===== src/rtl/ps2_pkg.sv =====
// ps2_pkg: shared constants and types for the PS/2 keyboard front end.
//   PS2_PFX_EXT / PS2_PFX_BRK / PS2_PFX_PAUSE : scan-code prefix bytes
//   PS2_PAUSE_LEN : total byte count of the PAUSE key sequence
//   frame_state_t : serial frame receiver states
//   ps2_key_t     : 65-bit event word ([64] toggle, [63:0] byte history)
package ps2_pkg;

    localparam logic [7:0] PS2_PFX_EXT   = 8'hE0;
    localparam logic [7:0] PS2_PFX_BRK   = 8'hF0;
    localparam logic [7:0] PS2_PFX_PAUSE = 8'hE1;
    localparam int         PS2_PAUSE_LEN = 8;

    typedef enum logic [1:0] {IDLE, DATA, PARITY, STOP} frame_state_t;

    typedef logic [64:0] ps2_key_t;

    function automatic logic is_prefix(input logic [7:0] b);
        return (b == PS2_PFX_EXT) || (b == PS2_PFX_BRK);
    endfunction

endpackage


===== src/rtl/ps2_frame_rx.sv =====
// ps2_frame_rx: PS/2 serial frame receiver.
//   Synchronizes ps2_clk/ps2_dat, deglitches the clock, samples data on
//   filtered falling edges and checks start/parity/stop. A frame that stalls
//   for TIMEOUT_CYC cycles between falling edges is aborted.
// Ports:
//   CLK, RESET        system clock, synchronous active-high reset
//   ps2_clk, ps2_dat  raw asynchronous PS/2 lines
//   rx_byte           last accepted byte (valid with byte_stb)
//   byte_stb          one-cycle pulse per good frame
//   rx_err            one-cycle pulse on parity, stop or timeout error
//
// state  | meaning
// IDLE   | waiting for a start bit (0) on a falling edge
// DATA   | shifting in 8 data bits, LSB first
// PARITY | capturing parity bit, odd parity evaluated
// STOP   | expecting stop bit = 1, then byte_stb or rx_err
module ps2_frame_rx
    import ps2_pkg::*;
#(
    parameter int FILTER_LEN  = 8,
    parameter int TIMEOUT_CYC = 48000
) (
    input  logic       CLK,
    input  logic       RESET,
    input  logic       ps2_clk,
    input  logic       ps2_dat,
    output logic [7:0] rx_byte,
    output logic       byte_stb,
    output logic       rx_err
);

    localparam int FW = $clog2(FILTER_LEN + 1);
    localparam int TW = $clog2(TIMEOUT_CYC + 1);
    localparam logic [FW-1:0] FILT_LOAD = FW'(FILTER_LEN - 1);
    localparam logic [TW-1:0] TO_LOAD   = TW'(TIMEOUT_CYC - 1);

    logic [1:0]    clk_sync;
    logic [1:0]    dat_sync;
    logic          clk_filt;
    logic [FW-1:0] filt_cnt;
    logic          fall;
    logic          dat_smp;

    // Down-counter counts consecutive samples that disagree with the filtered
    // level; the level flips on the FILTER_LEN-th one.
    always_ff @(posedge CLK) begin
        if (RESET) begin
            clk_sync <= 2'b11;
            dat_sync <= 2'b11;
            clk_filt <= 1'b1;
            filt_cnt <= FILT_LOAD;
            fall     <= 1'b0;
            dat_smp  <= 1'b1;
        end else begin
            clk_sync <= {clk_sync[0], ps2_clk};
            dat_sync <= {dat_sync[0], ps2_dat};
            fall     <= 1'b0;
            if (clk_sync[1] == clk_filt) begin
                filt_cnt <= FILT_LOAD;
            end else if (filt_cnt == '0) begin
                clk_filt <= clk_sync[1];
                filt_cnt <= FILT_LOAD;
                fall     <= clk_filt;
                dat_smp  <= dat_sync[1];
            end else begin
                filt_cnt <= filt_cnt - 1'b1;
            end
        end
    end

    frame_state_t  state;
    logic [2:0]    bit_cnt;
    logic [7:0]    shreg;
    logic          par_ok;
    logic [TW-1:0] to_cnt;

    always_ff @(posedge CLK) begin
        if (RESET) begin
            state    <= IDLE;
            bit_cnt  <= '0;
            shreg    <= '0;
            par_ok   <= 1'b0;
            to_cnt   <= TO_LOAD;
            rx_byte  <= '0;
            byte_stb <= 1'b0;
            rx_err   <= 1'b0;
        end else begin
            byte_stb <= 1'b0;
            rx_err   <= 1'b0;
            // An edge always takes priority over an expiring timeout.
            if (fall) begin
                to_cnt <= TO_LOAD;
                case (state)
                    IDLE: begin
                        if (!dat_smp) begin
                            state   <= DATA;
                            bit_cnt <= '0;
                        end
                    end
                    DATA: begin
                        shreg   <= {dat_smp, shreg[7:1]};
                        bit_cnt <= bit_cnt + 3'd1;
                        if (bit_cnt == 3'd7) state <= PARITY;
                    end
                    PARITY: begin
                        par_ok <= ^{shreg, dat_smp};
                        state  <= STOP;
                    end
                    STOP: begin
                        state <= IDLE;
                        if (dat_smp && par_ok) begin
                            rx_byte  <= shreg;
                            byte_stb <= 1'b1;
                        end else begin
                            rx_err <= 1'b1;
                        end
                    end
                    default: state <= IDLE;
                endcase
            end else if (state != IDLE) begin
                if (to_cnt == '0) begin
                    state  <= IDLE;
                    rx_err <= 1'b1;
                    to_cnt <= TO_LOAD;
                end else begin
                    to_cnt <= to_cnt - 1'b1;
                end
            end
        end
    end

endmodule


===== src/rtl/ps2_key_gen.sv =====
// ps2_key_gen: builds the 65-bit ps2_key event word from a PS/2 keyboard.
//   Bytes from ps2_frame_rx are collected into a sequence (prefixes E0/F0
//   keep it open, E1 opens an 8-byte PAUSE sequence). When a sequence closes
//   the last 8 bytes are published on ps2_key[63:0] and ps2_key[64] toggles.
// Optional macro PS2_REPEAT_SUPPRESS_EN: drops typematic repeats of the
//   most recent make code (break events re-arm it; PAUSE never suppressed).
// Ports:
//   CLK, RESET        system clock, synchronous active-high reset
//   ps2_clk, ps2_dat  raw asynchronous PS/2 lines
//   ps2_key           [64] event toggle, [63:0] byte history (newest [7:0])
//   byte_stb          one-cycle pulse per accepted byte
//   rx_err            one-cycle pulse on parity, stop or timeout error
module ps2_key_gen
    import ps2_pkg::*;
#(
    parameter int FILTER_LEN  = 8,
    parameter int TIMEOUT_CYC = 48000
) (
    input  logic     CLK,
    input  logic     RESET,
    input  logic     ps2_clk,
    input  logic     ps2_dat,
    output ps2_key_t ps2_key,
    output logic     byte_stb,
    output logic     rx_err
);

    logic [7:0] rx_byte;
    logic       rx_stb;

    ps2_frame_rx #(
        .FILTER_LEN  (FILTER_LEN),
        .TIMEOUT_CYC (TIMEOUT_CYC)
    ) u_frame_rx (
        .CLK      (CLK),
        .RESET    (RESET),
        .ps2_clk  (ps2_clk),
        .ps2_dat  (ps2_dat),
        .rx_byte  (rx_byte),
        .byte_stb (rx_stb),
        .rx_err   (rx_err)
    );

    assign byte_stb = rx_stb;

    logic [63:0] hist;
    logic        seq_open;
    logic        pause_mode;
    logic [3:0]  seq_len;

    logic [63:0] hist_nxt;
    logic [3:0]  len_nxt;
    logic        pause_nxt;
    logic        close;
    logic        emit;

`ifdef PS2_REPEAT_SUPPRESS_EN
    logic [8:0] last_make;
    logic       last_valid;
    logic       ext_nxt;
    logic       brk_nxt;
    logic       seq_ext;
    logic       seq_brk;
`endif

    always_comb begin
        hist_nxt  = seq_open ? {hist[55:0], rx_byte} : {56'd0, rx_byte};
        len_nxt   = !seq_open ? 4'd1 : ((seq_len == 4'hF) ? seq_len : seq_len + 4'd1);
        pause_nxt = (seq_open && pause_mode) || (rx_byte == PS2_PFX_PAUSE);
        close     = pause_nxt ? (len_nxt >= 4'(PS2_PAUSE_LEN)) : !is_prefix(rx_byte);
        emit      = 1'b1;
`ifdef PS2_REPEAT_SUPPRESS_EN
        ext_nxt = (seq_open && seq_ext) || (rx_byte == PS2_PFX_EXT);
        brk_nxt = (seq_open && seq_brk) || (rx_byte == PS2_PFX_BRK);
        if (!pause_nxt && !brk_nxt && last_valid && (last_make == {ext_nxt, rx_byte}))
            emit = 1'b0;
`endif
    end

    always_ff @(posedge CLK) begin
        if (RESET) begin
            hist       <= '0;
            seq_open   <= 1'b0;
            pause_mode <= 1'b0;
            seq_len    <= '0;
            ps2_key    <= '0;
`ifdef PS2_REPEAT_SUPPRESS_EN
            last_make  <= '0;
            last_valid <= 1'b0;
            seq_ext    <= 1'b0;
            seq_brk    <= 1'b0;
`endif
        end else if (rx_stb) begin
            hist <= hist_nxt;
            if (close) begin
                seq_open   <= 1'b0;
                pause_mode <= 1'b0;
                seq_len    <= '0;
                if (emit) ps2_key <= {~ps2_key[64], hist_nxt};
`ifdef PS2_REPEAT_SUPPRESS_EN
                seq_ext <= 1'b0;
                seq_brk <= 1'b0;
                if (!pause_nxt) begin
                    if (brk_nxt) begin
                        last_valid <= 1'b0;
                    end else begin
                        last_make  <= {ext_nxt, rx_byte};
                        last_valid <= 1'b1;
                    end
                end
`endif
            end else begin
                seq_open   <= 1'b1;
                pause_mode <= pause_nxt;
                seq_len    <= len_nxt;
`ifdef PS2_REPEAT_SUPPRESS_EN
                seq_ext <= ext_nxt;
                seq_brk <= brk_nxt;
`endif
            end
        end
    end

endmodule


===== config.mk =====
export PLATFORM = sky130hd
export DESIGN_NAME = ps2_key_gen
export DESIGN_NICKNAME = d
export VERILOG_FILES = /design/src/rtl/ps2_pkg.sv /design/src/rtl/ps2_frame_rx.sv /design/src/rtl/ps2_key_gen.sv
export SDC_FILE = /design/constraint.sdc
export NUM_CORES = 1
export LEC_CHECK = 0
export CAP_MARGIN = 20
export CORE_UTILIZATION = 57
export DETAILED_ROUTE_END_ITERATION = 12
export GPL_TIMING_DRIVEN = 0
export PLACE_DENSITY = 0.8
export SLEW_MARGIN = 10
export SYNTH_ARGS = -nofsm -noshare
export SYNTH_HDL_FRONTEND = slang
export SYNTH_SLANG_ARGS = --single-unit

===== constraint.sdc =====
create_clock -name CLK -period 2.8 [get_ports CLK]
set_input_delay 0.42 -clock CLK [delete_from_list [all_inputs] [get_ports CLK]]
set_output_delay 0.42 -clock CLK [all_outputs]
set_load 0.02 [all_outputs]

* Word level (Yosys, flattened, before mapping)
Cells that the tools add are included.
** Storage, ports and cells
- Flip-flop bits (word level) :: 178
- Input bits :: 4
- Output and inout bits :: 67
- Word-level logic and storage cells :: 87
** Cells by class
- $add $sub $neg :: 4
- Magnitude comparators :: 1
- Equal/unequal tests :: 12
- Mux-type cells :: 22
- Bitwise logic cells :: 5
- Reductions and logical operators :: 24
** Operator list (number)
- $mux 64 :: 1
- $eq 8x8->1 const B :: 3
- $logic_not 16->1 :: 1
- $mux 16 :: 1
- $sub 16x1->16 const B :: 1
- $mux 4 :: 3
- $mux 2 :: 5
- $mux 1 :: 9
- $reduce_or 3->1 :: 3
- $reduce_xor 9->1 :: 1
- $pmux 2 s4 :: 1
- $reduce_and 2->1 :: 4
- $reduce_bool 2->1 :: 4
- $ne 3x3->1 const B :: 2
- $pmux 3 s2 :: 1
- $reduce_and 3->1 :: 2
- $not 1->1 :: 5
- $add 4x1->4 const B :: 1
- $eq 2x2->1 const B :: 2
- $eq 4x4->1 const B :: 1
- $ge 4x4->1 const B :: 1
- $logic_not 4->1 :: 1
- $reduce_and 4->1 :: 1
- $sub 4x1->4 const B :: 1
- 11 further kinds :: 13

* Logic depth before layout (Yosys ltp)
- Word-level depth :: 6
- Gate-level depth with buffers :: 8
- Depth with buffers taken out :: 7

* Modules after synthesis
Synthesis repeated with hierarchy kept, for this count alone.
** Second synthesis, totals
- Cell total of the unflattened synthesis :: 853
- Area, all modules :: 7216.9 um^2
** By module, submodules not included
- ps2_key_gen :: instances 1, cells an instance 599, area each 4982.3 um^2, seq. area each 2542.4 um^2
- ps2_frame_rx :: instances 1, cells an instance 254, area each 2234.6 um^2, seq. area each 1021.0 um^2

* Worst setup path after synthesis
Ideal clock, no wire load.
- Kind :: register to register
- Start point :: reg u_frame_rx.state[0]
- End point :: reg u_frame_rx.to_cnt[10]
- Library setup time :: 0.115 ns
- Arrival time :: 1.848 ns
- Required time :: 2.685 ns
- Slack :: 0.837 ns
- Cell stages (with the launch flop) :: 9
- Path buffers :: 1
- Clock period less this slack :: 1.963 ns
- Path through :: dfxtp_1 inv_1 ha_1 clkbuf_1 nor3_1 nand3_1 nor4_1 xor2_1 and2_1
** On the way
- Longest elaborated chain between the ends :: 1
** Ends and longest elaborated chain
- start: declaration :: line ps2_frame_rx.sv:71 : frame_state_t state;
- start signal: assignment :: line ps2_frame_rx.sv:79 : state <= IDLE;
- start signal: assignment :: line ps2_frame_rx.sv:96 : state <= DATA;
- start signal: assignment :: line ps2_frame_rx.sv:103 : if (bit_cnt == 3'd7) state <= PARITY;
- $reduce_bool 2->1 :: line ps2_frame_rx.sv:120 : end else if (state != IDLE) begin
- end signal: assignment :: line ps2_frame_rx.sv:126 : to_cnt <= to_cnt - 1'b1;
- end: declaration :: line ps2_frame_rx.sv:75 : logic [TW-1:0] to_cnt;
No other way between the ends.
A chain may end at the register's enable or synchronous reset.

* Worst setup path after layout
- Start point :: reg u_frame_rx.state[0]
- End point :: reg u_frame_rx.to_cnt[14]
The elaborated chain is that of the path after synthesis.

==> results by group <==
STA
  – Highest clock rate: 0.428 GHz
  – Max Slew Vio Count: 0
  – Final setup TNS: 0 ps
  – Final hold slack: 398 ps
  – Final period utilization: 83.4%
  – Final Setup Violations: 0
  – RSZ-0062 raised after global routing: no
  – Fin crit period: 2340 ps
  – Worst Tran Pin Value: 683 ps
  – Final setup margin: 465 ps
  – Slew Limit Headroom: 54.5%
  – Skew final: 8.50 ps
  – Final hold violations: 0

Yosys
  – Post-synth EDFFs: 0
  – Synth cell types: 59
  – Synthesized area: 7280 um^2
  – FFs w/ async S/R, synth: 0%
  – Mapped Nets: 830
  – Top post-synthesis cells by count: dfxtp_1 (178), nand2_1 (160), a21oi_1 (106)
  – Cells after synthesis: 816
  – Synth Warn #: 0
  – Area share of the largest cell type after synthesis: 49.0%
  – Syn_area_per_cell: 8.92 um^2
  – Most frequent cell after synthesis: dfxtp_1
  – Cell taking the most area after synthesis: dfxtp_1
  – Seq/Total Area, Yosys: 49.0%
  – Top cells by area, synth: dfxtp_1 (49%), nand2_1 (8.3%), a21oi_1 (7.3%)
  – Most common flop cell mapped by yosys: dfxtp_1
  – Number of synthesized register bits: 178

Worst setup path
  – Reg2reg start: u_frame_rx.state[0]
  – Cell mode on critical path: nor3_1
  – Worst Path Required: 3130 ps
  – CP top delay family: simple AND/OR/NAND/NOR gates
  – Worst setup path end: u_frame_rx.to_cnt[14]
  – Crit-path max FO: 7
  – CP Data Arrival Time: 2660 ps
  – CP endpoint kind: register
  – Crit path cell chain: inv_1 > ha_1 > clkbuf_1 > nor3_1 > nand3_1 > nor3_1 > xor2_1 > and2_1
  – CP Class: register to register
  – Max stage delay on crit path: 470 ps
  – Reg-to-reg slack, setup: 460 ps
  – Startpoint types: register
  – Origin of the worst setup path: u_frame_rx.state[0]
  – Reg2Reg Capture Point: u_frame_rx.to_cnt[14]
  – Reg2reg path depth: 8
  – CP bufs+invs: 2
  – CP Depth: 8
  – Worst path slowest cell: nor3_1

CTS
  – # H-tree levels: 4
  – Worst-Skew Late Latency: 430 ps
  – # clock sinks: 178
  – Root Driver: clkbuf_16
  – Post-cts sizing count: 0
  – Post-CTS setup buffer count: 0
  – TritonCTS buffer count: 17
  – CTS tree: done
  – CTS max path bufs: 2
  – CTS clk-pin slew, worst paths: 60 ps
  – # hold bufs at CTS: 0

Final layout
  – Share of cells above drive strength 1: 15.1%
  – N_diodes: 0
  – Layout Nets: 919
  – Fin area: 8820 um^2
  – Area Growth Syn to Fin: 21.2%

Place
  – Place WS: 138 ps
  – IO buf count: 70
  – Routability cong.: 0.871
  – Dpl hpwl: 12.1 mm
  – Post-DP Area: 8190 um^2

Global routing
  – Met1 GRT Util: 33.1%
  – Initial antenna violation count: 0
  – Remaining Overflow, GRT: 0
  – Total track usage: 27.0%
  – Number of global-route vias before repair: 5,884
  – Largest net degree at the start of global routing: 17
  – Met2 usage: 46.8%
  – Global-route wire length before repair: 27.9 mm
  – Met3 usage: 5.38%
  – Busiest layer in global routing: met2

Die
  – Initial core utilization: 59.6%
  – Row cnt: 40
  – Io pins: 71
  – Chip Height: 115 um
  – Die Width: 115 um
  – Die footprint: 13,200 um^2
  – Core Area: 12,200 um^2

Drt
  – Per-cell routed wire length: 15.5 um
  – Initial DRC Count: 383
  – Drt first pass iters: 5
  – Vias: 6,024
  – Routed vias/inst: 5.55
  – DRT Wirelength: 16.8 mm
  – Remaining antenna violation count after routing: 0
  – Drt drc: 0

Power and ir drop
  – Combinational fraction of design power: 1.4%
  – Internal power: 0.00411 W
  – Clock power frac: 49.1%
  – Switching pwr: 0.00101 W
  – Max VDD drop: 0.453 mV
  – Switch share: 19.7%
  – Final Power: 0.00512 W
  – PwrDens: 581 nW/um^2
  – Part of the power in registers: 49.5%
  – Pleak: 2.85 nW

Flow run
  – Reported max-cap violation count: 0

Hold path
  – Class of the worst hold path: register to register

Run status
  – Status: complete, no violations
==> cells in the final DEF, fill, tap and decap left out, types with 2 or more instances in the layout <==
cell             synthesis  final
a211oi_2                 2      2
nand3_2                 31     31
a32oi_1                  2      2
a21oi_1                106    106
clkbuf_8                 0      3
clkbuf_16                0     17
nand4_1                  3      3
xor2_1                   8      8
nand2b_1                 3      3
buf_1                    8      8
bufinv_16                0      4
nor2_1                  29     29
nand3b_1                 5      5
and2_1                   3      3
mux2i_1                 11     11
nand3_1                 89     89
nor4_1                   3      3
buf_2                   13     13
clkdlybuf4s50_1          0     70
buf_12                   2      2
nand2_2                 10     10
o21ai_0                  3      3
clkinv_2                 0      3
buf_8                    2      2
buf_6                    2      2
xnor2_1                 15     15
dfxtp_1                178    178
nor2b_1                  2      2
nand2_1                160    160
a21oi_2                 31     31
nor3_1                   7      7
inv_1                    9      9
ha_1                    10     10
or3_1                    3      3
clkbuf_1                34     37
or2_2                    4      4
clkinv_4                 0      2
==> kinds of logic (layout without fill, tap and decap cells) <==
logic type / after synthesis / count (layout) / synth area share (%)
XOR/XNOR: 24 / 24 / 3.08
AND/OR/NAND/NOR: 361 / 361 / 25.5
flip-flops: 178 / 178 / 49.0
AO/OA/AOI/OAI: 160 / 160 / 14.2
multiplexers: 12 / 12 / 1.67
buffers and inverters: 71 / 173 / 4.85
adder cells (fa/ha/maj): 10 / 10 / 1.72
==> layer usage <==
layer | share of wire [%] | up-vias | wire length, um
met5 | 0 | - | 0
met2 | 49 | 180 | 8320
met3 | 4.2 | 35 | 714
met4 | 2.3 | 0 | 385
li1 | - | 2973 | -
met1 | 44 | 2836 | 7410
==> final cells by class <==
cell class,count,area [um^2]
sequential,178,3560
fill,1002,3390
multi-input combinational,567,3360
timing repair buffer,70,701
clock buffer,23,478
buffer,61,315
tap,168,210
clock inverter,9,153
inverter,10,37.5
==> flip-flops by register name (all words and copies together) (netlist names), 2 cells and up <==
register	cells
u_frame_rx.filt_cnt	4
u_frame_rx.clk_sync	2
hist	56
u_frame_rx.dat_sync	2
u_frame_rx.to_cnt	16
u_frame_rx.bit_cnt	3
u_frame_rx.rx_byte	8
u_frame_rx.state	2
seq_len	4
u_frame_rx.shreg	8
ps2_key	65
==> power by group through the flow <==
stage               logic [W]  clock network, W  registers (W)
floorplan           0.0000451                 0        0.00259
global placement    0.0000660                 0        0.00259
detailed placement  0.0000683                 0        0.00259
CTS                 0.0000690           0.00253        0.00254
global route        0.0000748           0.00264        0.00253
finish              0.0000694           0.00252        0.00254
==> worst min path at each step <==
stage / cells after the start / startpoint / end
finish: 1 / u_frame_rx.filt_cnt[0] / u_frame_rx.filt_cnt[0]
global route: 1 / u_frame_rx.filt_cnt[0] / u_frame_rx.filt_cnt[0]
CTS: 1 / u_frame_rx.filt_cnt[0] / u_frame_rx.filt_cnt[0]
detailed placement: 1 / u_frame_rx.filt_cnt[0] / u_frame_rx.filt_cnt[0]
global placement: 1 / u_frame_rx.filt_cnt[0] / u_frame_rx.filt_cnt[0]
floorplan: 1 / u_frame_rx.filt_cnt[0] / u_frame_rx.filt_cnt[0]
==> metrics by stage <==
| stage | util, % | instances |
|---|---|---|
| 3_3_place_gp | 67.1 | 1054 |
| 2_1_floorplan | - | 816 |
| 6_report | 72.2 | 1086 |
| 4_1_cts | 72.2 | 1086 |
| 3_5_place_dp | 67.1 | 1054 |
| 5_1_grt | 72.2 | 1086 |
Note: power is estimated with default switching activity, not from simulation.
==> patch 1: new RTL, config.mk and constraints unchanged <==
`FILTER_LEN` is set to 8 in 2 places; all go to 4.
--- a/src/rtl/ps2_frame_rx.sv
+++ b/src/rtl/ps2_frame_rx.sv
@@ -19,3 +19,3 @@
 #(
-    parameter int FILTER_LEN  = 8,
+    parameter int FILTER_LEN  = 4,
     parameter int TIMEOUT_CYC = 48000
--- a/src/rtl/ps2_key_gen.sv
+++ b/src/rtl/ps2_key_gen.sv
@@ -15,3 +15,3 @@
 #(
-    parameter int FILTER_LEN  = 8,
+    parameter int FILTER_LEN  = 4,
     parameter int TIMEOUT_CYC = 48000
Behaviour: no difference found for any inputs over 10 cycles, from zero or initial values and one cycle with RESET high; that may be too few to reach the edited logic, so the function may still have changed.
==> patch 1 against the original RTL <==
  * The flow now finishes with violations (DRC)
  * Synthesized area decreased by 4.9%
  * Highest routed layer unchanged
  * Worst setup slack better by 0.074 ns
  * Hold slack worse by 0.014 ns
  * Power down 3.1%
  * Cell area decreased by 4.8%
  * Sequential cell count is 1 lower
  * Non-clock buffer count shrank 2
  * Largest cell class unchanged
  * Wire length shrank 4.4%
  * Clock power fell by 6%
==> patch 1: results (changes against the original RTL) <==
Parameter                              Value

Setup path
  Delay of the slowest critical-path stage ... 0.51 ns (+0.04 ns)
  Standard cell with the maximum stage delay on the critical path ... nor4_4
  Arrival time of the worst setup path ... 2.58 ns (-0.08 ns)
  Crit-path max FO ... 8 (+1)

Placement
  RePlAce Congestion ... 0.895 (+2.8%)
  Area after DPL ... 7790 sq um (-4.9%)
  Number of I/O port buffers ... 69 (-1.4%)
  Pre-CTS WS ... 0.552 ns (+0.414 ns)
  DP Wirelength ... 11.4 mm (-5.2%)
  Post-Place Cells ... 1,030 (-2.3%)

Final layout
  Post-route insts no fill ... 1,062 (-2.2%)
  Share of layout cells above drive strength 1 ... 6.96% (-8.2 points)
  Final net count ... 921 (+0.22%)

Route
  Post-detailed-route via-to-cell ratio ... 5.71 (+2.9%)
  Drt wl/cell ... 15.1 um (-2.3%)
  Initial DRC Count ... 419 (+9.4%)
  DRC violations left ... 4 (+4)
  First-pass iteration count of the detailed router ... 12 (+7)

Status
  Status ... complete, but fails checks
  Violations in the final reports ... DRC

Power and ir drop
  Sequential group share of total power ... 50.8% (+1.3 points)
  Comb pwr share ... 1.2% (-0.2 points)
  Worst supply voltage drop on vdd ... 402 uV (-11%)
  Net Sw Frac ... 20.2% (+0.54 points)
  Power attributed to combinational cells ... 0.0000596 W (-14%)
  Static Leakage ... 2.79 nW (-2.0%)

Yosys
  Warnings from Yosys ... 0 (unchanged)
  Unique cell type count in the Yosys netlist ... 54 (-8.5%)
  List of most frequent post-synthesis cells ... dfxtp_1, nand2_1, a21oi_1
  Net count after synthesis ... 833 (+0.36%)
  Proportion of synthesized chip area in sequential cells ... 51.2% (+2.2 points)
  Number of cells produced by synthesis ... 818 (+0.25%)
  Biggest area contributors in the synthesized netlist ... dfxtp_1, a21oi_1, nand2_1

Global route
  Number of global-route vias before repair ... 5,556 (-5.6%)
  Wire length of the first global-routing pass ... 26.6 mm (-4.8%)
  Total global routing track utilization ... 26.6% (-0.45 points)

Worst hold path
  Source of the worst hold timing path ... u_frame_rx.filt_cnt[0]

STA
  Final setup skew ... 0.00769 ns (-0.000807 ns)
  Worst slew margin ... 54.6% (+0.18 points)

Clock network
  CTS clock-pin slew for the worst setup and hold paths ... 0.06 ns (about the same)
[patch 1: changes by cell type in the layout (fill, tap and decap cells not counted), moves of 3 or more]
cell     delta
a21oi_1    +31
a21oi_2    -31
buf_2       -4
buf_4       +3
buf_6       +3
nand2_1    +11
nand2_2    -10
nand3_1    +33
nand3_2    -29
[patch 1: path summary, 6_finish.rpt]
check / cells after the start / endpoint / slack (ns)
worst min-delay path: 1 / u_frame_rx.filt_cnt[0] / 0.38
worst max-delay path: 8 / u_frame_rx.to_cnt[10] / 0.54
worst max register to register: 8 / u_frame_rx.to_cnt[10] / 0.54
worst min register to register: 1 / u_frame_rx.filt_cnt[0] / 0.38
[patch 1: area by class of cell]
type,count,area [sq um]
Buffer,60,285
Clock buffer,23,498
Clock inverter,9,104
Fill cell,915,3220
Inverter,12,45.0
Multi-Input combinational cell,569,3050
Sequential cell,177,3540
Tap cell,143,179
Timing Repair Buffer,69,691
[patch 1: routing by layer]
layer,GRT usage (%),up-vias,wire [um]
met3,6.10,20,951
li1,-,2968,-
met2,44.7,207,7810
met5,0,-,0
met1,33.9,2868,7090
met4,8.80,0,235
[patch 1: worst register-to-register path: stages, from the launching register on]
cell and delay [ns]:
dfxtp_1 0.36, inv_1 0.10, ha_1 0.19, buf_2 0.18, nor4_4 0.51, nand3_2 0.23
nor4_1 0.32, xor2_1 0.11, and2_1 0.17
[patch 1: cells by family (layout without fill, tap and decap cells)]
family                   after synthesis  count (layout)  share of synthesized area (%)
buffers and inverters                 72             173                           4.77
adder cells (fa/ha/maj)               11              11                           1.99
XOR/XNOR                              22              22                           2.98
AND/OR/NAND/NOR                      365             365                           24.4
flip-flops                           177             177                           51.2
multiplexers                          11              11                           1.61
AO/OA/AOI/OAI                        160             160                           13.1
==> patch 2: new RTL, same flow settings <==
Without the edit above. Register the output `ps2_key` once more; this adds one clock of latency there. The other outputs are not delayed to match.
--- a/src/rtl/ps2_key_gen.sv
+++ b/src/rtl/ps2_key_gen.sv
@@ -26,2 +26,4 @@
 );
+
+    ps2_key_t ps2_key_s0;
 
@@ -85,3 +87,3 @@
             seq_len    <= '0;
-            ps2_key    <= '0;
+            ps2_key_s0 <= '0;
 `ifdef PS2_REPEAT_SUPPRESS_EN
@@ -98,3 +100,3 @@
                 seq_len    <= '0;
-                if (emit) ps2_key <= {~ps2_key[64], hist_nxt};
+                if (emit) ps2_key_s0 <= {~ps2_key_s0[64], hist_nxt};
 `ifdef PS2_REPEAT_SUPPRESS_EN
@@ -123,2 +125,6 @@
 
+    always_ff @(posedge CLK) begin
+        ps2_key <= ps2_key_s0;
+    end
+
 endmodule
Function: same outputs for any inputs over 10 cycles, from zero or initial values and one cycle with RESET high; that may be too few to reach the edited logic, so the function may still have changed.
==> patch 2 against the original RTL <==
  * Via count up 6.3%
  * Sequential cell count grew 65
  * Wire length grew 3.3%
  * Cell area grew 15%
  * Power increased by 31%
  * Worst setup slack worse by 0.14 ns
  * Synthesized cell count is 8.6% higher
  * Synthesized area up 16%
  * Critical path depth unchanged
  * Die area rose by 16%
  * Final cell count is 8.7% higher
  * Fmax down 5.8%
  * Largest power group unchanged
  * Highest routed layer unchanged
==> patch 2: results (changes against the original RTL) <==
Parameter                              Value

Global route
  Total global routing track utilization ... 22.9% (-4.1 points)
  Met2 track demand over resource ... 37.6% (-9.1 points)
  Met1 global-route usage ... 31.0% (-2.1 points)
  Largest net degree at the start of global routing ... 14 (-3)
  GRT met3 Usage ... 3.57% (-1.8 points)
  Number of global-route vias before repair ... 5,848 (-0.61%)
  Number of antenna violations at the first check in global routing ... 0 (unchanged)
  Wire length of the first global-routing pass ... 28.2 mm (+0.91%)

Yosys
  Proportion of synthesized chip area in sequential cells ... 57.5% (+8.6 points)
  Net count after synthesis ... 900 (+8.4%)
  Unique cell type count in the Yosys netlist ... 51 (-14%)
  Biggest area contributors in the synthesized netlist ... dfxtp_1, a21oi_1, nand3_1
  List of most frequent post-synthesis cells ... dfxtp_1, a21oi_1, nand3_1
  Top FF cell, synth ... dfxtp_1
  Number of cells produced by synthesis ... 886 (+8.6%)
  Async SR Flop Fraction ... 0% (unchanged)

Clock network
  Clk Tree Root Cell ... clkbuf_16
  Resized Gates After CTS ... 0 (unchanged)
  CTS clock-pin slew for the worst setup and hold paths ... 0.06 ns (about the same)
  Clock insertion delay at the later pin of the skew report ... 0.51 ns (+0.08 ns)
  H-tree depth reported by CTS ... 1 (-3)
  Total clock buffers created by CTS ... 24 (+7)
  Clock buffer depth ... 3 (+1)

Setup path
  Standard cell with the maximum stage delay on the critical path ... or3_2
  Arrival time of the worst setup path ... 2.87 ns (+0.21 ns)
  End point of the critical path ... u_frame_rx.to_cnt[9]
  Origin of the worst setup path ... u_frame_rx.state[0]
  Category of cells accounting for the largest share of critical-path delay ... simple AND/OR/NAND/NOR gates
  Crit-path max FO ... 9 (+2)
  Register-to-register setup slack ... 0.32 ns (-0.14 ns)

Power and ir drop
  P_clk ... 0.00316 W (+25%)
  Net Sw Frac ... 19.3% (-0.39 points)
  Static Leakage ... 3.49 nW (+22%)
  Sequential group share of total power ... 51.8% (+2.3 points)
  Worst supply voltage drop on vdd ... 469 uV (+3.6%)

Final layout
  Share of layout cells above drive strength 1 ... 6.93% (-8.2 points)
  Count of filler cells inserted in the layout ... 1,092 (+9.0%)
  Registers with the highest flip-flop counts ... ps2_key (65), ps2_key_s0 (65), hist (56)
  Post-route insts no fill ... 1,180 (+8.7%)
  Inserted Diodes ... 0 (unchanged)
  Final net count ... 995 (+8.3%)

Worst hold path
  Class of the worst hold path ... in2reg
  Source of the worst hold timing path ... RESET

Route
  Initial DRC Count ... 460 (+20%)
  Total length of routed wires ... 17.4 mm (+3.3%)
  Post-detailed-route via-to-cell ratio ... 5.43 (-2.2%)

Placement
  RePlAce Congestion ... 0.887 (+1.8%)
  DP Wirelength ... 11.3 mm (-6.1%)
  Number of I/O port buffers ... 69 (-1.4%)
  Post-Place Cells ... 1,139 (+8.1%)

Status
  Status ... completed

STA
  Slew at the pin closest to its max-slew limit ... 0.734 ns (+0.0513 ns)
  Final setup skew ... 0.0124 ns (+0.00389 ns)
## patch 2: cell types whose count changed in the layout (fill, tap and decap cells not counted), moves of 12 or more
cell | unedited run | this run
clkbuf_1 | 37 | 55
nand2_1 | 160 | 96
a21oi_2 | 31 | 0
nand3_1 | 89 | 122
nand3_2 | 31 | 0
nand2b_1 | 3 | 58
a21oi_1 | 106 | 134
nor2_1 | 29 | 41
dfxtp_1 | 178 | 243
## patch 2: per-stage QoR
stage               worst slack (ns)  instance area [sq um]  power, W
floorplan                      0.520                   8460   0.00359
global placement               0.247                   9380   0.00361
detailed placement             0.172                   9380   0.00361
CTS                            0.136                  10200   0.00674
global route                   0.155                  10200   0.00689
finish                         0.320                  10200   0.00669
## patch 2: routing by layer
layer  vias to the layer above  part of all wire (%)
met5                         -                     0
met4                         0                   1.9
met3                        32                   4.4
met2                       174                    47
met1                      3003                    47
li1                       3195                     -
## patch 2: worst min path at each step
stage | slack [ns] | to | cells after the start
2_1_floorplan | 0.33 | ps2_key[0] | 0
3_3_place_gp | 0.34 | ps2_key[59] | 0
3_5_place_dp | 0.34 | ps2_key[29] | 0
4_1_cts | 0.18 | u_frame_rx.filt_cnt[2] | 2
5_1_grt | 0.21 | u_frame_rx.filt_cnt[2] | 2
6_report | 0.20 | u_frame_rx.filt_cnt[2] | 2
## patch 2: area by class of cell
class                      instances  area share [%]
timing repair buffer              69            6.79
inverter                           7           0.258
clock inverter                     4           0.689
multi-input combinational        573            32.3
sequential                       243            47.8
clock buffer                      37            6.99
buffer                            63            2.94
tap                              184            2.26
## patch 2: cell families after synthesis
family          synth area share (%)
xor+xnor                        2.65
compound gates                  9.99
mux                             2.28
flops                           57.5
fa+ha+maj                       1.48
buf+inv                         3.85
simple gates                    22.2
